$ cat config.mk
export PLATFORM = sky130hd
export DESIGN_NAME = alu_seq
export DESIGN_NICKNAME = d
export VERILOG_FILES = /design/src/rtl/alu_seq.sv
export SDC_FILE = /design/constraint.sdc
export NUM_CORES = 1
export LEC_CHECK = 0
export ABC_AREA = 1
export BUFFER_PORTS_ARGS = -buffer_cell sky130_fd_sc_hd__buf_2
export CORE_UTILIZATION = 55
export DETAILED_ROUTE_END_ITERATION = 8
export HOLD_SLACK_MARGIN = 0.12
export PLACE_DENSITY = 0.78
export SYNTH_ARGS = -nofsm -noshare
export SYNTH_HDL_FRONTEND = slang
export SYNTH_SLANG_ARGS = --single-unit
$ cat constraint.sdc
create_clock -name clk -period 2.4 [get_ports clk]
set_clock_uncertainty 0.15 [all_clocks]
set_input_delay 0.12 -clock clk [delete_from_list [all_inputs] [get_ports clk]]
set_output_delay 0.12 -clock clk [all_outputs]
set_load 0.01 [all_outputs]
$ cat src/rtl/alu_seq.sv
// Registered sequential ALU with a start/ready/done handshake and iterative shift/multiply.
// Optional iterative multiplier for op 12 is enabled by defining ALU_SEQ_MUL_EN.
module alu_seq #(
    parameter int WIDTH = 8,
    parameter int SHW   = $clog2(WIDTH) + 1
) (
    input  logic             clk,
    input  logic             reset_n,
    input  logic             start,
    input  logic [3:0]       op,
    input  logic             imm_sel,
    input  logic [WIDTH-1:0] in_a,
    input  logic [WIDTH-1:0] in_b,
    output logic             ready,
    output logic             done,
    output logic [WIDTH-1:0] rslt,
    output logic             sc_o,
    output logic             zero,
    output logic             pari
);

    localparam int CW = $clog2(WIDTH + 1);

    localparam logic [3:0] OP_PASSB = 4'd0;
    localparam logic [3:0] OP_ADD   = 4'd1;
    localparam logic [3:0] OP_ADC   = 4'd2;
    localparam logic [3:0] OP_SUB   = 4'd3;
    localparam logic [3:0] OP_AND   = 4'd4;
    localparam logic [3:0] OP_OR    = 4'd5;
    localparam logic [3:0] OP_XOR   = 4'd6;
    localparam logic [3:0] OP_SEQ   = 4'd7;
    localparam logic [3:0] OP_SRL1  = 4'd8;
    localparam logic [3:0] OP_SLL1  = 4'd9;
    localparam logic [3:0] OP_SLLN  = 4'd10;
    localparam logic [3:0] OP_SRLN  = 4'd11;
    localparam logic [3:0] OP_MUL   = 4'd12;

    typedef enum logic [1:0] {
        S_IDLE,
        S_EXEC,
        S_ITER
    } state_t;

    state_t r_state, w_state_next;

    logic [WIDTH-1:0] r_rslt;
    logic             r_sc;
    logic             r_zero;
    logic             r_pari;
    logic [CW-1:0]    r_cnt;
    logic [WIDTH-1:0] r_val;
    logic             r_left;
    logic             r_is_mul;

    logic             w_accept;
    logic             w_is_mul;
    logic             w_is_shn;
    logic             w_go_iter;
    logic             w_last;
    logic [CW-1:0]    w_n_eff;
    logic [WIDTH-1:0] w_cur_val;
    logic             w_cur_left;
    logic [WIDTH-1:0] w_sh_val;
    logic             w_sh_out;
    logic [WIDTH:0]   w_sum;
    logic [WIDTH-1:0] w_one_res;
    logic             w_one_sc;
    logic             w_wr_en;
    logic [WIDTH-1:0] w_wr_res;
    logic             w_wr_sc;
    logic [WIDTH-1:0] w_mul_res;
    logic             w_mul_ovf;

    assign w_accept = (r_state == S_IDLE) && start;
    assign w_is_shn = (op == OP_SLLN) || (op == OP_SRLN);
    assign w_last   = (r_state == S_ITER) && (r_cnt == CW'(1));

    // Shift count saturates at WIDTH so oversized amounts just clear the operand.
    always_comb begin
        if (32'(in_b[SHW-1:0]) >= 32'(WIDTH)) begin
            w_n_eff = CW'(WIDTH);
        end else begin
            w_n_eff = CW'(in_b[SHW-1:0]);
        end
    end

    // One shift step; in IDLE it works on the live operand so the accept edge does step one.
    assign w_cur_val  = (r_state == S_IDLE) ? in_a : r_val;
    assign w_cur_left = (r_state == S_IDLE) ? (op == OP_SLLN) : r_left;
    assign w_sh_val   = w_cur_left ? {w_cur_val[WIDTH-2:0], 1'b0} : {1'b0, w_cur_val[WIDTH-1:1]};
    assign w_sh_out   = w_cur_left ? w_cur_val[WIDTH-1] : w_cur_val[0];

`ifdef ALU_SEQ_MUL_EN
    logic [2*WIDTH-1:0] r_prod;
    logic [2*WIDTH-1:0] r_mcand;
    logic [WIDTH-1:0]   r_mplier;
    logic [2*WIDTH-1:0] w_cur_prod;
    logic [2*WIDTH-1:0] w_cur_mcand;
    logic [WIDTH-1:0]   w_cur_mplier;
    logic [2*WIDTH-1:0] w_prod_next;

    assign w_is_mul     = (op == OP_MUL);
    assign w_cur_prod   = (r_state == S_IDLE) ? '0 : r_prod;
    assign w_cur_mcand  = (r_state == S_IDLE) ? {{WIDTH{1'b0}}, in_a} : r_mcand;
    assign w_cur_mplier = (r_state == S_IDLE) ? in_b : r_mplier;
    assign w_prod_next  = w_cur_mplier[0] ? (w_cur_prod + w_cur_mcand) : w_cur_prod;
    assign w_mul_res    = w_prod_next[WIDTH-1:0];
    assign w_mul_ovf    = |w_prod_next[2*WIDTH-1:WIDTH];

    always_ff @(posedge clk) begin
        if (!reset_n) begin
            r_prod   <= '0;
            r_mcand  <= '0;
            r_mplier <= '0;
        end else if ((w_accept && w_go_iter) || (r_state == S_ITER)) begin
            r_prod   <= w_prod_next;
            r_mcand  <= {w_cur_mcand[2*WIDTH-2:0], 1'b0};
            r_mplier <= {1'b0, w_cur_mplier[WIDTH-1:1]};
        end
    end
`else
    assign w_is_mul  = 1'b0;
    assign w_mul_res = '0;
    assign w_mul_ovf = 1'b0;
`endif

    assign w_go_iter = !imm_sel && ((w_is_shn && (w_n_eff > CW'(1))) || w_is_mul);

    always_comb begin
        w_one_res = '0;
        w_one_sc  = 1'b0;
        w_sum     = '0;
        case (op)
            OP_PASSB: w_one_res = in_b;
            OP_ADD: begin
                w_sum     = {1'b0, in_a} + {1'b0, in_b};
                w_one_res = w_sum[WIDTH-1:0];
                w_one_sc  = w_sum[WIDTH];
            end
            OP_ADC: begin
                w_sum     = {1'b0, in_a} + {1'b0, in_b} + {{WIDTH{1'b0}}, r_sc};
                w_one_res = w_sum[WIDTH-1:0];
                w_one_sc  = w_sum[WIDTH];
            end
            OP_SUB: begin
                w_one_res = in_a - in_b;
                w_one_sc  = (in_a < in_b);
            end
            OP_AND:  w_one_res = in_a & in_b;
            OP_OR:   w_one_res = in_a | in_b;
            OP_XOR:  w_one_res = in_a ^ in_b;
            OP_SEQ:  w_one_res = (in_a == in_b) ? WIDTH'(1) : '0;
            OP_SRL1: begin
                w_one_res = {r_sc, in_a[WIDTH-1:1]};
                w_one_sc  = in_a[0];
            end
            OP_SLL1: begin
                w_one_res = {in_a[WIDTH-2:0], r_sc};
                w_one_sc  = in_a[WIDTH-1];
            end
            // Only n of 0 or 1 reaches here; longer shifts take the iterative path.
            OP_SLLN, OP_SRLN: begin
                if (w_n_eff == '0) begin
                    w_one_res = in_a;
                end else begin
                    w_one_res = w_sh_val;
                    w_one_sc  = w_sh_out;
                end
            end
            default: begin
                w_one_res = '0;
                w_one_sc  = 1'b0;
            end
        endcase
    end

    always_comb begin
        w_wr_en  = (w_accept && !w_go_iter) || w_last;
        w_wr_res = w_one_res;
        w_wr_sc  = w_one_sc;
        if (r_state == S_ITER) begin
            w_wr_res = r_is_mul ? w_mul_res : w_sh_val;
            w_wr_sc  = r_is_mul ? w_mul_ovf : w_sh_out;
        end else if (imm_sel) begin
            w_wr_res = in_b;
            w_wr_sc  = r_sc;
        end
    end

    always_ff @(posedge clk) begin
        if (!reset_n) begin
            r_state <= S_IDLE;
        end else begin
            r_state <= w_state_next;
        end
    end

    always_comb begin
        w_state_next = r_state;
        ready        = 1'b0;
        done         = 1'b0;
        case (r_state)
            S_IDLE: begin
                ready = 1'b1;
                if (start) begin
                    w_state_next = w_go_iter ? S_ITER : S_EXEC;
                end
            end
            S_EXEC: begin
                done         = 1'b1;
                w_state_next = S_IDLE;
            end
            S_ITER: begin
                if (w_last) begin
                    w_state_next = S_EXEC;
                end
            end
            default: w_state_next = S_IDLE;
        endcase
    end

    always_ff @(posedge clk) begin
        if (!reset_n) begin
            r_rslt   <= '0;
            r_sc     <= 1'b0;
            r_zero   <= 1'b1;
            r_pari   <= 1'b0;
            r_cnt    <= '0;
            r_val    <= '0;
            r_left   <= 1'b0;
            r_is_mul <= 1'b0;
        end else begin
            if (w_wr_en) begin
                r_rslt <= w_wr_res;
                r_sc   <= w_wr_sc;
                r_zero <= (w_wr_res == '0);
                r_pari <= ^w_wr_res;
            end
            // The accept edge already performs the first step, so count the remaining ones.
            if (w_accept && w_go_iter) begin
                r_cnt    <= w_is_mul ? CW'(WIDTH - 1) : (w_n_eff - CW'(1));
                r_val    <= w_sh_val;
                r_left   <= (op == OP_SLLN);
                r_is_mul <= w_is_mul;
            end else if (r_state == S_ITER) begin
                r_cnt <= r_cnt - CW'(1);
                r_val <= w_sh_val;
            end
        end
    end

    assign rslt = r_rslt;
    assign sc_o = r_sc;
    assign zero = r_zero;
    assign pari = r_pari;

endmodule

# --- Word level (Yosys, flattened, before mapping) ---
# Cells that the tools add are included.
totals:
  reg_bits: 26
  word_cells: 80
  inputBits: 24
op_classes:
  n_reduce_logical: 19
  n_mux: 24
  n_eq_ne: 18
  order_cmp: 3
  n_bitwise: 3
  addsub: 5
ops:
  columns: ["cell", "count"]
  rows:
  - ["$pmux W8 S11", 1]
  - ["$mux W8", 7]
  - ["$eq A4 B3 Y1 const B", 4]
  - ["$eq A4 B4 Y1 const B", 4]
  - ["$mux W4", 3]
  - ["$add A8 B8 Y9", 1]
  - ["$add A9 B1 Y9", 1]
  - ["$and A8 B8 Y8", 1]
  - ["$eq A4 B1 Y1 const B", 2]
  - ["$eq A4 B2 Y1 const B", 2]
  - ["$eq A8 B8 Y1", 1]
  - ["$logic_not A4 Y1", 2]
  - ["$logic_not A8 Y1", 1]
  - ["$lt A8 B8 Y1", 1]
  - ["$mux W1", 8]
  - ["$or A8 B8 Y8", 1]
  - ["$reduce_xor A8 Y1", 1]
  - ["$sub A4 B1 Y4 const B", 2]
  - ["$sub A8 B8 Y8", 1]
  - ["$xor A8 B8 Y8", 1]
  - ["$logic_and A1 B1 Y1", 6]
  - ["$mux W2", 3]
  - ["$pmux W1 S6", 1]
  - ["$ge A4 B4 Y1 const B", 1]
  - ["12 further kinds", 16]

# --- Logic depth before layout (Yosys ltp) ---
# Gate-level depths: netlist of run 1.
depth:
  word_depth: 9
  mapped_depth: 19
  mapped_depth_nobuf: 18

# --- Worst setup path after synthesis of run 1 ---
# Ideal clock, no wire load.
synth_timing:
  path_type: "input to register"
  start: "input in_a[0]"
  end: "register r_pari (netlist: pari)"
  path_stages: 15
  path_buffers: 0
  required_time_ns: 2.129
  arrival_time_ns: 2.356
  path_slack_ns: -0.227
  setup_time_ns: 0.121
  path_cell_list: "ha_1 fa_1 ha_1 inv_1 nor2_1 nand3_1 nor2_2 nand2_1 nand3_1 nand2_1 a21oi_1 ha_1 xnor2_1 xnor2_1 a21oi_1"
synth_between:
  elab_chain_cells: 7
synth_lines:
  columns: ["item", "line", "text"]
  rows:
  - ["start: declaration", "12", "input logic [WIDTH-1:0] in_a,"]
  - ["branches (longest 5 deep; another with $add A8 B8 Y9)", null, null]
  - ["$mux W8 *", "181", "if (r_state == S_ITER) begin"]
  - ["$reduce_xor A8 Y1 *", "237", "r_pari <= ^w_wr_res;"]
  - ["end signal: assignment", "237", null]
  - ["end: declaration", "49", "logic r_pari;"]
# Every way passes the cells marked *.
# A chain may end at the register's enable or synchronous reset.

# --- Final worst setup path of run 1 ---
layout_timing:
  start: "register r_state[1]"
  end: "register r_pari (netlist: pari)"
layout_between:
  elab_chain_cells: 8
layout_lines:
  columns: ["item", "line", "text"]
  rows:
  - ["start: declaration", "44", "state_t r_state, w_state_next;"]
  - ["start signal: assignment", "194", "r_state <= w_state_next;"]
  - ["$logic_not A2 Y1", "74, 88, 89", null]
  - ["$mux W8 or $mux W1 (tied branches)", "88, 89", null]
  - ["$mux W8", "90", "assign w_sh_val = w_cur_left ? {w_cur_val[WIDTH-2:0], 1'b0} : {1'b0, w_cur_val[WIDTH-1:1]};"]
  - ["$mux W8", "163", "if (w_n_eff == '0) begin"]
  - ["$pmux W8 S11", "133", "case (op)"]
  - ["$mux W8", "184", "end else if (imm_sel) begin"]
  - ["$mux W8", "181", null]
  - ["$reduce_xor A8 Y1", "237", null]
# Several ways; a longest one is shown, not always the timed one.

==> flow_metrics.env, run 1 <==
export IMPL_antenna_found_initial=0
export IMPL_antennaDiodeCount=0
export IMPL_grt_setup_unrepaired="yes"
export IMPL_yosys_warnings=0
export IMPL_fp_row_count=28
export IMPL_status="complete, but fails checks"
export IMPL_hold_violations=0
export IMPL_worstSetupPathType="reg2reg"
export IMPL_syn2layout_area_growth_pct=45.82
export IMPL_cp_arrival_ns=2.67
export IMPL_clkTransAtPathRegs_ns=0.10
export IMPL_slowest_delay_ns=0.45
export IMPL_avgRoutedWirePerCell_um=17.87
export IMPL_cts_sinks=26
export IMPL_drt_wl_total_um=14920
export IMPL_hold_ws_ns=0.1607
export IMPL_grt_max_degree=23
export IMPL_syn_area_mm2=0.003503
export IMPL_syn_inst=605
export IMPL_start_kind="flip-flop"
export IMPL_gp_congestion=0.9888
export IMPL_clockBufferDepth=2
export IMPL_async_flop_share=0
export IMPL_gr_usage_all_layers=0.4055
export IMPL_ios=37
export IMPL_setup_viol=2
export IMPL_core_area_mm2=0.006026
export IMPL_placed_cells=821
export IMPL_layout_nets=822
export IMPL_rr_worst_depth=13
export IMPL_dp_hpwl_um=10640
export IMPL_period_needed_ns=2.640
export IMPL_tritoncts="yes"
export IMPL_rr_startpoint="r_state[1]"
export IMPL_violations="negative setup slack"
export IMPL_finalNonFillerCells=835
export IMPL_crit_start="r_state[1]"
export IMPL_cp_slowest_cell="o21ai_0"
export IMPL_port_buffers=36
export IMPL_clockRootBuffer="clkbuf_8"
export IMPL_hold_path_class="in2reg"
export IMPL_first_global_vias=4412
export IMPL_fp_dieW_um=81.81
export IMPL_ys_seq_area_frac=0.1486
export IMPL_crit_chain="nor2_4, buf_12, buf_6, nand2_1, o21ai_0, o21ai_0, nand2_1, o21ai_1, a21oi_2, ha_1, xnor2_2, xnor2_1, a21oi_1"
export IMPL_via_per_inst=6.093
export IMPL_antenna_left=0
export IMPL_grt_ovfl_total=0
export IMPL_ys_ff_latch=26
export IMPL_yosysUniqueCellTypes=43
export IMPL_grt_pass1_wl_um=20580
export IMPL_synth_area_leader_cell="nand2_1"
export IMPL_die_area_mm2=0.006693
export IMPL_worst_setup_path_end_kind="flip-flop"
export IMPL_required_ns=2.43
export IMPL_tightestPinTransition_ns=0.7587
export IMPL_syn_num_nets=666
export IMPL_yosysTopAreaCellShare=0.1682
export IMPL_start_util=0.5814
export IMPL_die_h_um=81.81
export IMPL_clk_latency_ns=0.28
export IMPL_r2r_end="pari"
export IMPL_fmax_ghz=0.3788
export IMPL_fillCellCount=382
export IMPL_peakVddDrop_v=0.0004341
export IMPL_max_cap_violations=0
export IMPL_setup_reg_to_reg_worst_slack_ns=-0.24
export IMPL_cts_htree_levels=1
export IMPL_relSlewSlack=0.4936
export IMPL_p_total_w=0.001906
export IMPL_cts_made_buffers=3
export IMPL_fin_crit_sh=1.100
export IMPL_p_leak_nw=2.726
export IMPL_drive_gt1_frac=0.3395
export IMPL_endpoint="pari"
export IMPL_synthFlopType="dfxtp_1"
export IMPL_first_pass_iters=8
export IMPL_power_density_mw_per_mm2=373.1
export IMPL_postSynthAreaPerCell_um2=5.791
export IMPL_synth_area_leaders="nand2_1 17%, dfxtp_1 15%, ha_1 13%"
export IMPL_synth_edf_count=0
export IMPL_vias=5088
export IMPL_first_iter_violations=690
export IMPL_remaining_drc_errors=0
export IMPL_setup_slack_ns=-0.2399
export IMPL_fin_tns_setup_ns=-0.2848
export IMPL_slew_violations=0
export IMPL_crit_fanout=6
[power breakdown]
part	total, W	internal (W)	switching (W)
clock network	0.000386	0.000224	0.000162
registers	0.000475	0.000459	0.0000160
logic	0.00104	0.000458	0.000586
total	0.00191	0.00114	0.000765
[sequential cells by signal, summed over array words and instances, names as in the netlist]
register,cells
sc_o,1
r_left,1
pari,1
r_val,8
zero,1
r_cnt,4
rslt,8
r_state,2
[timing repair]
action / in CTS / in global routing
setup endpoints to repair: 2 / 2
hold buffers: 1 / 0
endpoints found under the hold margin: 2 / 0
buffers inserted: 3 / 6
gates resized for setup: 19 / 74
pin swaps: 7 / 32
[cell families after synthesis]
kind of cell | after synthesis | synth area share
DFF | 26 | 0.1486
AOI/OAI and AO/OA | 116 | 0.1839
and+or+nand+nor | 304 | 0.3839
adders and majority gates | 37 | 0.1364
xor gates and xnor gates | 6 | 0.01500
buffers and inverters | 116 | 0.1321
[per-stage QoR]
step,setup slack [ns],utilization,cell area [um^2]
2_1_floorplan,-0.1276,-,3526
3_3_place_gp,-0.4729,0.7641,4604
3_5_place_dp,-0.5381,0.7641,4604
4_1_cts,-0.09790,0.7953,4792
5_1_grt,-0.6594,0.8478,5109
6_report,-0.2399,0.8478,5109
[synthesized netlist by cell type (2+ instances only)]
library cell,number
nand4_1,15
or2_2,2
o21ai_0,46
xor2_1,3
o21a_1,4
nor2_4,3
nand2_1,157
o211ai_1,4
fa_1,2
buf_4,3
a21oi_1,32
ha_1,35
nand3_1,43
o21bai_1,4
nor2_1,55
nor3_1,6
nor2_2,4
nand3b_1,2
dfxtp_1,26
xnor2_1,3
o21ai_1,7
inv_2,5
nand3_2,2
inv_1,99
buf_2,5
nand2_2,9
a21o_1,2
o22ai_1,12
[worst min-delay path by stage]
stage | end | depth (start not counted) | start | slack (ns)
floorplan | rslt[2] | 3 | reset_n | 0.17
global placement | r_cnt[3] | 2 | r_cnt[3] | 0.30
detailed placement | zero | 2 | zero | 0.31
CTS | r_left | 4 | op[0] | 0.12
global route | r_state[1] | 5 | start | 0.19
finish | r_cnt[3] | 4 | in_b[0] | 0.16
[worst max-delay path: cells and delay by family (launching register included)]
kind | cells | cell delay [ns]
simple gates | 3 | 0.22
fa+ha+maj | 1 | 0.35
xor+xnor | 2 | 0.30
compound gates | 5 | 0.90
buf+inv | 2 | 0.24
flops | 1 | 0.37
[final cells by class]
type / count / area (um^2) / share of cell area
Timing Repair Buffer: 162 / 1172 / 0.2295
Multi-Input combinational cell: 463 / 2844 / 0.5567
Clock inverter: 1 / 30.03 / 0.005878
Clock buffer: 3 / 41.29 / 0.008082
Sequential cell: 26 / 523.0 / 0.1024
Tap cell: 75 / 93.84 / 0.01837
Inverter: 105 / 404.1 / 0.07911
[routing by layer]
metal | wire [um] | global-route usage | part of all wire
met1 | 5406 | 0.5046 | 0.36
met2 | 6424 | 0.6702 | 0.43
met3 | 1843 | 0.08667 | 0.12
met4 | 1243 | 0.1702 | 0.083
met5 | 0 | 0 | 0
[placed cells by master (no fill, tap or decap), types with 9 or more instances in the layout]
| cell type | count |
|---|---|
| dfxtp_1 | 24 |
| o22ai_1 | 12 |
| inv_1 | 94 |
| a21oi_1 | 24 |
| o21ai_0 | 39 |
| o21ai_1 | 11 |
| nand4_1 | 15 |
| nand2_2 | 22 |
| a21oi_2 | 9 |
| nand2_1 | 142 |
| nor2_1 | 47 |
| buf_2 | 34 |
| buf_4 | 120 |
| nand3_1 | 34 |
| ha_1 | 26 |
(Power assumes the default switching activity.)
==> inputs of run 2 (changes only) <==
- ABC_AREA: 1 -> default
- CTS_CLUSTER_DIAMETER: default -> 80
==> run 2 against run 1 <==
Compared with the run above:
- the flow still finishes with violations (negative setup slack)
- power rose by 2.0%
- setup slack got worse by 0.61 ns
- maximum frequency fell by 19%
- critical path depth rose by 1
- global-route usage rose by 0.37 points
- non-clock buffer count rose by 45
- core utilization rose by 3.4 points
- largest cell class unchanged
- hold slack improved by 0.029 ns
- largest power group unchanged
- combinational power rose by 6%
==> flow_metrics.env, run 2 <==
export IMPL_p_total_w=0.001944
export IMPL_drive_gt1_frac=0.3928
export IMPL_fp_dieW_um=81.93
export IMPL_die_area_mm2=0.006712
export IMPL_layout_nets=729
export IMPL_setup_slack_ns=-0.8516
export IMPL_tightestPinTransition_ns=0.6759
export IMPL_via_per_inst=6.429
export IMPL_r2r_end="pari"
export IMPL_antennaDiodeCount=0
export IMPL_start_kind="input pin"
export IMPL_clockRootBuffer="clkbuf_8"
export IMPL_fillCellCount=339
export IMPL_clkTransAtPathRegs_ns=0.10
export IMPL_crit_fanout=3
export IMPL_core_area_mm2=0.006026
export IMPL_period_needed_ns=3.252
export IMPL_ios=37
export IMPL_hold_depth=4
export IMPL_dp_hpwl_um=10700
export IMPL_most_common_layout_cells="168 x buf_4, 48 x nand2_1, 37 x nor2_1, 34 x a21oi_1, 30 x buf_2"
export IMPL_setup_reg_to_reg_worst_slack_ns=-0.65
export IMPL_peakVddDrop_v=0.0003789
export IMPL_rr_startpoint="sc_o"
export IMPL_power_density_mw_per_mm2=366.0
export IMPL_antenna_left=0
export IMPL_ys_seq_area_frac=0.1481
export IMPL_grt_pass1_wl_um=20720
export IMPL_first_iter_violations=526
export IMPL_postSynthAreaPerCell_um2=7.244
export IMPL_gr_usage_all_layers=0.4091
export IMPL_max_cap_violations=0
export IMPL_syn2layout_area_growth_pct=51.18
export IMPL_grt_setup_unrepaired="yes"
export IMPL_clk_latency_ns=0.28
export IMPL_tritoncts="yes"
export IMPL_p_seq_frac=0.241
export IMPL_yosys_warnings=0
export IMPL_synth_common_cells="48 x nand2_1, 38 x a21oi_1, 37 x nor2_1"
export IMPL_hold_path_end="r_cnt[2]"
export IMPL_async_flop_share=0
export IMPL_dpl_cell_area_mm2=0.004872
export IMPL_required_ns=2.45
export IMPL_rr_worst_depth=11
export IMPL_hold_ws_ns=0.1895
export IMPL_switching_share=0.3718
export IMPL_cts_sinks=26
export IMPL_clockPowerShare=0.193
export IMPL_remaining_drc_errors=0
export IMPL_grt_max_degree=21
export IMPL_worstSetupPathType="in2reg"
export IMPL_cp_arrival_ns=3.30
export IMPL_cts_htree_levels=1
export IMPL_start_util=0.5831
export IMPL_hold_path_class="in2reg"
export IMPL_fmax_ghz=0.3075
export IMPL_min_delay_start="in_b[3]"
export IMPL_synth_edf_count=0
export IMPL_violations="negative setup slack"
export IMPL_vias=4770
export IMPL_final_common_cell="buf_4"
export IMPL_hold_violations=0
export IMPL_antenna_found_initial=0
export IMPL_p_sw_w=0.0007229
export IMPL_synthFlopType="dfxtp_1"
export IMPL_avgRoutedWirePerCell_um=19.37
export IMPL_port_buffers=36
export IMPL_slew_violations=0
export IMPL_p_comb_frac=0.566
export IMPL_syn_num_nets=546
export IMPL_syn_inst=485
export IMPL_synth_area_leaders="dfxtp_1 15%, ha_1 12%, mux2i_1 5.7%"
export IMPL_first_global_vias=4274
export IMPL_stdcell_area_mm2=0.005311
export IMPL_fp_row_count=28
export IMPL_status="complete, but fails checks"
export IMPL_relSlewSlack=0.5489
export IMPL_yosysUniqueCellTypes=70
export IMPL_grt_ovfl_total=0
export IMPL_clockBufferDepth=2
export IMPL_setup_viol=6
export IMPL_drt_wl_total_um=14370
export IMPL_fin_crit_sh=1.355
export IMPL_first_pass_iters=7
export IMPL_synth_area_leader_cell="dfxtp_1"
export IMPL_gp_congestion=0.9938
export IMPL_worst_setup_path_end_kind="flip-flop"
export IMPL_ys_ff_latch=26
export IMPL_p_leak_nw=2.495
export IMPL_p_int_w=0.001221
export IMPL_die_h_um=81.93
export IMPL_syn_area_mm2=0.003513
export IMPL_yosysTopAreaCellShare=0.1481
export IMPL_yosysMostFrequentCell="nand2_1"
export IMPL_fin_tns_setup_ns=-2.198
export IMPL_cts_made_buffers=3
==> run 2: critical path, stage by stage <==
cell and delay (ns):
buf_8 0.10, ha_4 0.15, fa_2 0.37, a211oi_4 0.38, nor2_4 0.07, nor4b_4 0.37
a21oi_1 0.12, and3_1 0.17, or4_4 0.54, a21oi_2 0.16, ha_2 0.30, xnor2_2 0.14
xnor2_1 0.12, a211oi_1 0.18
==> run 2: repair_timing <==
item,4_1_cts,5_1_grt
setup endpoints to repair,8,11
endpoints found under the hold margin,5,0
gates resized for setup,32,33
buffers inserted,8,8
hold buffers,1,0
pin swaps,22,20
==> run 2: layout make-up <==
| class | instances | area (um^2) | share of cell area |
|---|---|---|---|
| sequential | 26 | 520.5 | 0.09800 |
| inverter | 36 | 142.6 | 0.02686 |
| timing repair buffer | 207 | 1508 | 0.2839 |
| clock buffer | 3 | 41.29 | 0.007774 |
| clock inverter | 1 | 30.03 | 0.005654 |
| multi-input combinational | 394 | 2975 | 0.5602 |
| tap | 75 | 93.84 | 0.01767 |
==> run 2: metrics by stage <==
| step | setup WS [ns] | cells | util |
|---|---|---|---|
| after CTS | -0.7705 | 737 | 0.8536 |
| final | -0.8516 | 742 | 0.8814 |
| after detailed placement | -1.153 | 726 | 0.8086 |
| after floorplan | -0.7790 | 485 | - |
| after global placement | -1.066 | 726 | 0.8086 |
| after global routing | -0.9312 | 742 | 0.8814 |
==> run 2: power by group through the flow <==
stage,Combinational (W),Sequential [W],Clock [W]
after floorplan,0.000479,0.000485,0
after global placement,0.000913,0.000477,0
after detailed placement,0.000933,0.000478,0
after CTS,0.00100,0.000468,0.000370
after global routing,0.00117,0.000472,0.000387
final,0.00110,0.000469,0.000374
==> run 2: worst max-delay path by stage <==
stage	startpoint	to	slack, ns	cells after the start
6_report	in_a[0]	pari	-0.85	14
5_1_grt	in_b[0]	pari	-0.93	14
3_3_place_gp	in_a[0]	pari	-1.07	14
3_5_place_dp	in_a[0]	pari	-1.15	14
4_1_cts	in_a[0]	pari	-0.77	14
2_1_floorplan	in_a[0]	pari	-0.78	13
==> run 2: kinds of logic (layout without fill, tap and decap cells) <==
logic type / count (synthesis) / count (layout) / synth area share
adder cells (fa/ha/maj): 37 / 37 / 0.1360
buffers and inverters: 65 / 247 / 0.07372
flip-flops: 26 / 26 / 0.1481
XOR/XNOR: 19 / 19 / 0.04736
AND/OR/NAND/NOR: 170 / 170 / 0.2482
AO/OA/AOI/OAI: 147 / 147 / 0.2863
multiplexers: 21 / 21 / 0.06018
==> run 2: routing by layer <==
layer	vias to the layer above	track usage	share of wire
li1	2133	-	-
met1	2219	0.5092	0.39
met2	343	0.6942	0.46
met3	75	0.06889	0.097
met4	0	0.1614	0.044
met5	-	0	0
==> inputs of run 3 (changes only) <==
- CORE_UTILIZATION: 55 -> 61
- PLACE_DENSITY: 0.78 -> 0.82
- clock period: 2.4 -> 3.5 ns (I/O delays scaled with it)
==> run 3 against run 2 <==
Compared with the run above:
- power down 44%
- wire length is 15% lower
- sequential cell count unchanged
- the flow now finishes without violations
- non-clock buffer count fell by 103
- hold slack gained 0.024 ns
==> flow_metrics.env, run 3 (synthesized netlist as in run 2, its figures left out) <==
export IMPL_remaining_drc_errors=0
export IMPL_fp_dieW_um=77.89
export IMPL_power_density_mw_per_mm2=256.4
export IMPL_syn2layout_area_growth_pct=21.26
export IMPL_hold_violations=0
export IMPL_drive_gt1_frac=0.2216
export IMPL_die_area_mm2=0.006067
export IMPL_gp_congestion=1.013
export IMPL_fp_row_count=27
export IMPL_grt_max_degree=21
export IMPL_grt_setup_unrepaired="no"
export IMPL_p_int_w=0.0006628
export IMPL_antennaDiodeCount=0
export IMPL_antenna_found_initial=0
export IMPL_first_global_vias=3970
export IMPL_cts_sinks=26
export IMPL_dpl_cell_area_mm2=0.004163
export IMPL_layout_nets=626
export IMPL_p_leak_nw=1.945
export IMPL_antenna_left=0
export IMPL_fillCellCount=433
export IMPL_cts_htree_levels=1
export IMPL_rr_startpoint="r_state[1]"
export IMPL_core_area_mm2=0.005540
export IMPL_max_cap_violations=0
export IMPL_clockRootBuffer="clkbuf_8"
export IMPL_drt_wl_total_um=12190
export IMPL_grt_pass1_wl_um=19780
export IMPL_worst_setup_path_end_kind="flip-flop"
export IMPL_clockPowerShare=0.183
export IMPL_cts_made_buffers=3
export IMPL_setup_reg_to_reg_worst_slack_ns=0.44
export IMPL_avgRoutedWirePerCell_um=19.17
export IMPL_clk_latency_ns=0.28
export IMPL_first_pass_iters=5
export IMPL_most_common_layout_cells="67 x buf_4, 48 x nand2_1, 37 x nor2_1, 37 x a21oi_1"
export IMPL_fin_tns_setup_ns=0
export IMPL_worstSetupPathType="in2reg"
export IMPL_tightestPinTransition_ns=0.7549
export IMPL_required_ns=3.55
export IMPL_multi_input_area_mm2=0.002766
export IMPL_fmax_ghz=0.2946
export IMPL_via_per_inst=6.533
export IMPL_grt_ovfl_total=0
export IMPL_die_h_um=77.89
export IMPL_final_common_cell="buf_4"
export IMPL_cp_arrival_ns=3.44
export IMPL_dp_hpwl_um=9730
export IMPL_slew_violations=0
export IMPL_start_kind="input pin"
export IMPL_peakVddDrop_v=0.0002039
export IMPL_relSlewSlack=0.4949
export IMPL_rr_worst_depth=11
export IMPL_ios=37
export IMPL_hold_path_class="in2reg"
export IMPL_crit_fanout=4
export IMPL_switching_share=0.3932
export IMPL_min_delay_start="in_b[3]"
export IMPL_tritoncts="yes"
export IMPL_clockBufferDepth=2
export IMPL_start_util=0.6341
export IMPL_clkTransAtPathRegs_ns=0.09
export IMPL_status="finished, final reports clean"
export IMPL_fin_crit_sh=0.9698
export IMPL_r2r_end="pari"
export IMPL_seq_area_um2=520.5
export IMPL_port_buffers=36
export IMPL_gr_usage_all_layers=0.4190
export IMPL_p_seq_frac=0.295
export IMPL_vias=4155
export IMPL_first_iter_violations=493
export IMPL_hold_path_end="r_cnt[2]"
export IMPL_hold_depth=4
export IMPL_p_comb_frac=0.522
export IMPL_setup_viol=0
export IMPL_p_sw_w=0.0004296
export IMPL_stdcell_area_mm2=0.004260
export IMPL_period_needed_ns=3.394
==> run 3: cell count changes in the layout (fill, tap and decap cells not counted), moves of 3 or more <==
cell	delta
buf_2	+6
buf_6	-5
inv_2	-5
a21oi_1	+3
inv_1	+8
ha_1	+7
inv_4	-3
ha_4	-6
buf_4	-101
==> run 3: worst max-delay path by stage <==
| stage | from | cells after the start | end |
|---|---|---|---|
| 2_1_floorplan | in_a[0] | 13 | pari |
| 3_3_place_gp | in_a[0] | 14 | pari |
| 3_5_place_dp | in_a[0] | 14 | pari |
| 4_1_cts | in_a[0] | 14 | pari |
| 5_1_grt | in_a[0] | 14 | pari |
| 6_report | in_a[0] | 14 | pari |
==> run 3: final cells by class <==
cell class,instances,share of cell area
timing repair buffer,104,0.1627
tap,72,0.02115
inverter,36,0.03172
sequential,26,0.1222
multi-input combinational,394,0.6493
clock buffer,4,0.01292
==> run 3: metrics by stage <==
| stage | total power (W) | setup WS, ns | utilization | hold slack (ns) | cells |
|---|---|---|---|---|---|
| finish | 0.001092 | 0.1058 | 0.7690 | 0.2139 | 636 |
| global placement | 0.0008553 | -0.1583 | 0.7514 | 0.2646 | 631 |
| CTS | 0.001071 | 0.04415 | 0.7649 | 0.2047 | 636 |
| detailed placement | 0.0008691 | -0.2949 | 0.7514 | 0.2742 | 631 |
| floorplan | 0.0006596 | 0.09965 | - | 0.2295 | 485 |
| global route | 0.001154 | 0.01487 | 0.7690 | 0.2478 | 636 |
==> run 3: repair_timing <==
item,4_1_cts,5_1_grt
hold buffers,1,0
hold endpoints to repair,5,0
setup endpoints to repair,1,1
pin swaps,1,5
gates resized for setup,2,5
buffers inserted,0,0
==> run 3: critical path, cell delays in order <==
cell and delay, ns:
buf_2 0.11, ha_2 0.20, fa_2 0.42, a211oi_4 0.37, nor2_2 0.11, nor4b_4 0.29
a21oi_1 0.10, and3_1 0.19, or4_4 0.55, a21oi_2 0.16, ha_1 0.27, xnor2_2 0.16
xnor2_1 0.14, a211oi_1 0.19
==> run 3: per-layer routing <==
layer | vias up | part of all wire | global-route usage
met1 | 1937 | 0.41 | 0.5389
met2 | 252 | 0.47 | 0.7115
li1 | 1927 | - | -
met4 | 0 | 0.032 | 0.1407
met5 | - | 0 | 0
met3 | 39 | 0.090 | 0.06353
==> run 3: power by group through the flow <==
stage | registers, W | clock network, W | logic [W]
CTS | 0.000322 | 0.000199 | 0.000550
global placement | 0.000328 | 0 | 0.000527
floorplan | 0.000333 | 0 | 0.000327
finish | 0.000322 | 0.000200 | 0.000571
detailed placement | 0.000329 | 0 | 0.000541
global route | 0.000324 | 0.000213 | 0.000617
